**src/rtl/cmd_stream_dispatcher.sv**
```systemverilog
// Routes a 32-bit AXI-Stream command stream to NUM_CHANNELS render-core inputs.
// A header word per packet selects unicast, broadcast or round-robin routing.

module cmd_dispatch_lane (
    input  logic aclk,
    input  logic resetn,
    input  logic fwd,
    input  logic in_valid,
    input  logic in_hs,
    input  logic dest,
    input  logic ready,
    output logic valid,
    output logic done
);
    logic accepted;

    // accepted masks a beat this channel already took while others stall
    assign valid = fwd & in_valid & dest & ~accepted;
    assign done  = ~dest | accepted | ready;

    always_ff @(posedge aclk) begin
        if (!resetn)             accepted <= 1'b0;
        else if (in_hs)          accepted <= 1'b0;
        else if (valid && ready) accepted <= 1'b1;
    end
endmodule

module cmd_stream_dispatcher #(
    parameter int NUM_CHANNELS     = 2,
    parameter int CMD_STREAM_WIDTH = 32,
    parameter int CNT_WIDTH        = 16
) (
    input  logic                                 aclk,
    input  logic                                 resetn,
    input  logic                                 s_cmd_axis_tvalid,
    output logic                                 s_cmd_axis_tready,
    input  logic                                 s_cmd_axis_tlast,
    input  logic [CMD_STREAM_WIDTH-1:0]          s_cmd_axis_tdata,
    output logic [NUM_CHANNELS-1:0]              m_cmd_axis_tvalid,
    input  logic [NUM_CHANNELS-1:0]              m_cmd_axis_tready,
    output logic [NUM_CHANNELS-1:0]              m_cmd_axis_tlast,
    output logic [NUM_CHANNELS*CMD_STREAM_WIDTH-1:0] m_cmd_axis_tdata,
    output logic [2:0]                           rr_pointer,
    output logic [CNT_WIDTH-1:0]                 dropped_packets,
    output logic                                 busy
);
    typedef logic [NUM_CHANNELS-1:0] chan_t;
    typedef enum logic [1:0] {HEADER, FORWARD, DROP} state_t;

    localparam logic [3:0] NCH     = 4'(NUM_CHANNELS);
    localparam logic [2:0] RR_LAST = 3'(NUM_CHANNELS - 1);

    state_t     state, state_nx;
    chan_t      dest_mask, hdr_mask, lane_done;
    logic [1:0] mode;
    logic [2:0] idx;
    logic       hdr_bad, fwd, in_hs;

    assign mode    = s_cmd_axis_tdata[31:30];
    assign idx     = s_cmd_axis_tdata[2:0];
    assign hdr_bad = (mode == 2'b11) || (mode == 2'b00 && {1'b0, idx} >= NCH);
    assign fwd     = (state == FORWARD);
    assign busy    = (state != HEADER);

    assign s_cmd_axis_tready = fwd ? &lane_done : 1'b1;
    assign in_hs             = s_cmd_axis_tvalid & s_cmd_axis_tready;
    assign m_cmd_axis_tlast  = {NUM_CHANNELS{s_cmd_axis_tlast}};
    assign m_cmd_axis_tdata  = {NUM_CHANNELS{s_cmd_axis_tdata}};

    for (genvar i = 0; i < NUM_CHANNELS; i++) begin : g_lane
        cmd_dispatch_lane u_lane (
            .aclk     (aclk),
            .resetn   (resetn),
            .fwd      (fwd),
            .in_valid (s_cmd_axis_tvalid),
            .in_hs    (in_hs),
            .dest     (dest_mask[i]),
            .ready    (m_cmd_axis_tready[i]),
            .valid    (m_cmd_axis_tvalid[i]),
            .done     (lane_done[i])
        );
    end

    always_comb begin
        hdr_mask = '0;
        case (mode)
            2'b00:   hdr_mask = chan_t'(1) << idx;
            2'b01:   hdr_mask = '1;
            2'b10:   hdr_mask = chan_t'(1) << rr_pointer;
            default: hdr_mask = '0;
        endcase
    end

    always_comb begin
        state_nx = state;
        case (state)
            HEADER: begin
                if (in_hs && !s_cmd_axis_tlast)
                    state_nx = hdr_bad ? DROP : FORWARD;
            end
            FORWARD, DROP: begin
                if (in_hs && s_cmd_axis_tlast) state_nx = HEADER;
            end
            default: state_nx = HEADER;
        endcase
    end

    always_ff @(posedge aclk) begin
        if (!resetn) begin
            state           <= HEADER;
            dest_mask       <= '0;
            rr_pointer      <= '0;
            dropped_packets <= '0;
        end else begin
            state <= state_nx;
            if (state == HEADER && in_hs) begin
                dest_mask <= hdr_mask;
                // empty round-robin packets still consume their turn
                if (mode == 2'b10)
                    rr_pointer <= (rr_pointer == RR_LAST) ? 3'd0 : rr_pointer + 3'd1;
                if (hdr_bad && dropped_packets != '1)
                    dropped_packets <= dropped_packets + 1'b1;
            end
        end
    end
endmodule

```
**config.mk**
```make
export PLATFORM = sky130hd
export DESIGN_NAME = cmd_stream_dispatcher
export DESIGN_NICKNAME = d
export VERILOG_FILES = /design/src/rtl/cmd_stream_dispatcher.sv
export SDC_FILE = /design/constraint.sdc
export NUM_CORES = 1
export LEC_CHECK = 0
export CAP_MARGIN = 10
export CORE_UTILIZATION = 39
export CTS_CLUSTER_DIAMETER = 60
export CTS_CLUSTER_SIZE = 10
export DETAILED_ROUTE_END_ITERATION = 7
export GPL_TIMING_DRIVEN = 1
export PLACE_DENSITY = 0.88
export SYNTH_ARGS = -nofsm -noshare
export SYNTH_HDL_FRONTEND = slang
export SYNTH_SLANG_ARGS = --single-unit
```
**constraint.sdc**
```tcl
create_clock -name aclk -period 4.54 [get_ports aclk]
set_input_delay 0.454 -clock aclk [delete_from_list [all_inputs] [get_ports aclk]]
set_output_delay 0.454 -clock aclk [all_outputs]
set_load 0.02 [all_outputs]
```
# Word level (Yosys, flattened, before mapping)
# Cells that the tools add are included.
# totals
ff_bits,25
input_bits,38
out_inout_bits,89
wordCells,60
# op_classes
addsub,2
order_cmp,1
n_eq_ne,9
shifts,2
mux,7
bitwise,15
reduce_logical,18
# ops
cell,count
"adder 16 x 1 -> 16 bit, second input constant",1
"!= test 16 bit, second input constant",1
AND reduction 2 bit,4
logical AND 1 bit,7
AND 1 bit,6
"equality test 2 bit, second input constant",3
two-way mux 2 bit,3
case mux 2 bit (3 select lines),1
"left shift 1 x 3 -> 2 bit, first input constant",2
NOT 1 bit,5
"equality test 2 x 1 -> 1 bit, second input constant",2
zero test 2 bit,2
"!= test 2 bit, second input constant",2
bitwise OR 1 bit,4
case mux 2 bit (2 select lines),1
OR reduction 2 bit,2
"adder 3 x 1 -> 3 bit, second input constant",1
"equality test 3 x 1 -> 1 bit, second input constant",1
"greater-or-equal comparator 3 x 2 -> 1 bit, second input constant",1
two-way mux 3 bit,1
nonzero test 2 bit,1
zero test 1 bit,1
logical OR 1 bit,1
two-way mux 1 bit,1

# Logic depth before layout (Yosys ltp)
# logic_depth
word_depth,9
ltp_mapped,9
mapped_depth_nobuf,7

# Hierarchy
# Synthesis repeated with hierarchy kept, for this count alone.
# hier_totals
hier_cells,240
hier_area_um2,2062.0
# modules_own_cells
module,instances,cells_per_inst,area_per_inst_um2,seq_area_each_um2
cmd_stream_dispatcher,1,230,1949.4,460.4
cmd_dispatch_lane,2,5,56.3,20.0

# Least setup slack after synthesis
# No wires, ideal clock.
# synth_path
path_type,register to register
startpoint,reg dropped_packets[3]
endpoint,reg dropped_packets[9]
setup_ns,0.115
t_arrival_ns,1.689
required_ns,4.425
setup_slack_ns,2.736
stages_incl_launch_ff,7
path_buffers,1
period_less_slack_ns,1.804
path_cell_list,dfxtp_1 -> nand4_2 -> or4_4 -> nand4_2 -> buf_6 -> nor3_1 -> o21a_1
# synth_via
elab_chain_len,3
# synth_lines
item,line,rtl
"start, declared",44,"output logic [CNT_WIDTH-1:0] dropped_packets,"
"start signal, assigned",122,dropped_packets <= dropped_packets + 1'b1;
branches (longest 3 deep; another with adder 16 x 1 -> 16 bit),-,
# Several ways; the timed one is not identified.
# A chain may end at the register's enable or synchronous reset.

# Final worst setup path
# layout_path
startpoint,in s_cmd_axis_tvalid
endpoint,out m_cmd_axis_tvalid[1]
# layout_via
elab_chain_len,3
# layout_lines
item,line,rtl
"start, declared",35,"input logic s_cmd_axis_tvalid,"
AND 1 bit (3 in a row),18,assign valid = fwd & in_valid & dest & ~accepted;
"end, declared",39,"output logic [NUM_CHANNELS-1:0] m_cmd_axis_tvalid,"
# Every way passes these cells.

==> flow_metrics.py <==
metrics = {
    "detailed_routing": {
        "detail_route.wl_per_cell_um": 13.15,
        "antenna_left": 0,
        "drt-pass1-iter-count": 8,
        "via_count": 1361,
        "viasPerCell": 5.379,
        "drc": 10,
        "finalWirelength_um": 3326,
        "drt-initial-drc-count": 97,
    },
    "timing": {
        "fin_skew_ns": 0.009725,
        "fin_crit_sh_pct": 54.06,
        "grt_setup_unrepaired": "no",
        "setup_ws_ns": 2.086,
        "final_hold_viol_count": 0,
        "max_freq_mhz": 407.5,
        "drv_slew": 0,
        "slew_headroom_pct": 66.82,
        "setup_viol": 0,
        "worst_pin_slew_ns": 0.4947,
        "fin_setup_tns_ns": 0,
        "finalWorstPathRequiredPeriod_ns": 2.454,
    },
    "logic_synthesis": {
        "synth_nets": 267,
        "ys_top_cells_by_area": "buf_4 28%, dfxtp_1 27%, a21oi_1 3.5%",
        "yosysWarnings": 0,
        "yosys_register_bits": 25,
        "synth_area_per_cell_sq_um": 8.183,
        "synthesis.area_sq_um": 1849,
        "netlist-cell-type-count": 42,
        "synth_top_cell_by_area": "buf_4",
        "netlist.area_leader.share_pct": 27.60,
        "netlist_instances": 226,
        "synth-seq-area-share_pct": 27.06,
    },
    "critical_path": {
        "path_buf_inv": 2,
        "crit_path_max_fanout": 4,
        "cp_cell_sequence": "clkdlybuf4s50_1, nand2_1, nor3b_1, clkdlybuf4s50_1",
        "slowest_delay_ns": 0.66,
        "worstSetupPathType": "input port to output pin",
        "crit_family": "buffers and inverters",
        "reg2reg_depth": 7,
        "r2r_slack_ns": 2.30,
        "start_kind": "input port",
        "crit_slowest_cell": "clkdlybuf4s50_1",
        "arrival_ns": 2.00,
        "end_kind": "output pin",
        "r2r-end": "dropped_packets[15]$_SDFFE_PN0P_",
        "path_common_cell": "clkdlybuf4s50_1",
        "worstPathRequired_ns": 4.09,
        "rr_startpoint": "state[1]$_SDFFE_PN0P_",
    },
    "die": {
        "row_count": 24,
        "die_height_um": 70.86,
        "die_x_um": 70.86,
        "start_util_pct": 41.61,
        "coreArea_sq_um": 4444,
        "dieArea_sq_um": 5021,
        "io_pins": 127,
    },
    "hold_path": {
        "min-delay-start": "g_lane[0].u_lane.accepted$_SDFFE_PP0P_",
        "min_path_cells": 2,
        "min_path_type": "flop to flop",
        "holdPathEnd": "g_lane[0].u_lane.accepted$_SDFFE_PP0P_",
    },
    "run_status": {
        "violations": "DRC",
        "status": "finished with violations",
    },
    "global_routing": {
        "antenna_found_initial": 0,
        "first_global_vias": 1232,
        "grt_pass1_wl_um": 5326,
        "globalRouteTotalUtil_pct": 12.95,
        "grt_overflow_total": 0,
        "grt_start_max_net_pins": 20,
    },
    "place": {
        "place_congestion": 0.7599,
        "port_buffers": 45,
        "hpwl_um": 2584,
        "dp_slack_ns": 1.944,
    },
    "clocking": {
        "cts.sink_count": 25,
        "cts_htree_levels": 1,
        "cts_setup_buffers": 0,
        "tritoncts": "yes",
        "tritoncts.num_buffers": 3,
        "post_cts_resized": 0,
        "hold_buffers": 0,
        "clock_path_buffers": 2,
        "clockRootBuffer": "clkbuf_8",
        "cts.reportedPaths.clkPinSlew_ns": 0.08,
        "clk_latency_ns": 0.27,
    },
    "final_layout": {
        "multi_input_area_sq_um": 755.7,
        "nFillCells": 462,
        "nNetsFinal": 243,
        "num_antenna_cells": 0,
        "drive_above_1_share_pct": 5.473,
        "synthToLayoutAreaGrowth_pct": -0.06781,
        "seq_area_sq_um": 500.5,
    },
    "pwr": {
        "p_leak_nw": 0.6063,
        "ir_drop_uv": 153.1,
        "powerDensity_nw_per_um2": 296.4,
    },
    "job": {
        "max_cap_viol_count": 0,
    },
}
==> layout by cell type (no fill, tap or decap), types with 2 or more instances in the layout <==
cell and n:
nand4bb_1 2, or3_1 3, dfxtp_1 25, nor3_1 2, or2_1 2, o211ai_1 4, o21a_1 2, clkdlybuf4s50_1 45
nand2_1 17, o31ai_1 6, clkbuf_8 3, xnor2_1 2, and3_1 2, nor3b_1 2, nand4_1 4, ha_1 3
xor2_1 2, o221ai_1 2, o21ai_1 3, nand4_2 2, nor2_1 12, or4_1 8, o21ai_0 4, nand3_1 8
inv_1 7, a21oi_1 13
==> per-stage QoR <==
stage / std cells / power, mW / instance area (sq um) / util, % / hold slack [ns]
after CTS: 253 / 0.5519 / 1848 / 41.58 / 0.5003
after floorplan: 226 / 0.4442 / 1849 / - / 0.4525
after global placement: 249 / 0.4155 / 1802 / 40.54 / 0.4739
after global routing: 253 / 0.5794 / 1848 / 41.58 / 0.5385
after detailed placement: 249 / 0.4214 / 1802 / 40.54 / 0.4785
final: 253 / 0.5478 / 1848 / 41.58 / 0.4961
==> kinds of logic (layout without fill, tap and decap cells) <==
family,Yosys count,count (layout),synth area share [%]
xor+xnor,4,4,1.895
mux,1,1,0.5413
buf+inv,82,57,32.07
compound gates,38,38,13.40
flops,25,25,27.06
simple gates,73,73,23.00
fa+ha+maj,3,3,2.030
==> state kept, by name, indices dropped and copies added, names as in the netlist <==
| signal | count |
|---|---|
| dest_mask | 2 |
| dropped_packets | 16 |
| g_lane.u_lane.accepted | 2 |
| rr_pointer | 3 |
| state | 2 |
==> routing by layer <==
metal  wire, um  up-vias  GRT usage (%)  part of all wire (%)
li1           -      667              -                     -
met3        277       10          4.131                   8.3
met5          0        -              0                     0
met4         63        0          6.667                   1.9
met1       1361      629          14.27                    41
met2       1623       55          22.33                    49
==> Yosys cell counts <==
cell type and n:
xor2_1 2, o21ai_0 4, or4_4 1, nand3_1 8, nand4_2 2, a21oi_1 13, a31oi_1 1, and4_1 1
and3_1 2, o221ai_1 2, clkbuf_1 2, nand2_1 17, nor3_1 2, nand4bb_1 2, inv_1 7, nand3b_1 1
nor4_2 1, nor2b_1 1, nand3_2 1, ha_1 3, or2_2 1, or4_1 8, and2_1 1, o31a_1 1
o21ai_4 1, or3_1 3, or2_1 2, buf_6 4, o21ai_1 3, nand2b_1 1, o31ai_1 6, nor2_1 12
o21a_1 2, mux2i_1 1, clkinv_1 1, o41ai_1 1, buf_4 68, o211ai_1 4, nand4_1 4, nor3b_1 2
xnor2_1 2, dfxtp_1 25
==> tightest hold or removal path, delay by kind of cell, from the launching register on <==
kind	cells	cell delay (ns)
and+or+nand+nor	1	0.07
DFF	1	0.35
AOI/OAI and AO/OA	1	0.05
==> power by group <==
group	switching, mW	internal (mW)	leakage (nW)
clock	0.0693	0.0613	0.0255
combinational	0.0977	0.0733	0.379
sequential	0.0119	0.234	0.202
total	0.179	0.369	0.606
==> how the worst max path moves through the flow <==
stage | from | to | cells after the start
5_1_grt | s_cmd_axis_tvalid | m_cmd_axis_tvalid[1] | 4
3_5_place_dp | m_cmd_axis_tready[1] | dropped_packets[13]$_SDFFE_PN0P_ | 6
6_report | s_cmd_axis_tvalid | m_cmd_axis_tvalid[1] | 4
3_3_place_gp | m_cmd_axis_tready[1] | dropped_packets[12]$_SDFFE_PN0P_ | 6
2_1_floorplan | dropped_packets[3]$_SDFFE_PN0P_ | dropped_packets[9]$_SDFFE_PN0P_ | 6
4_1_cts | s_cmd_axis_tvalid | m_cmd_axis_tvalid[1] | 4
==> layout make-up <==
cell class	instances	area share (%)
sequential	25	27.08
multi-input combinational	119	40.89
timing repair buffer	45	24.37
clock inverter	1	0.2708
clock buffer	3	2.234
inverter	8	1.625
tap	52	3.521
(Power assumes the default switching activity.)
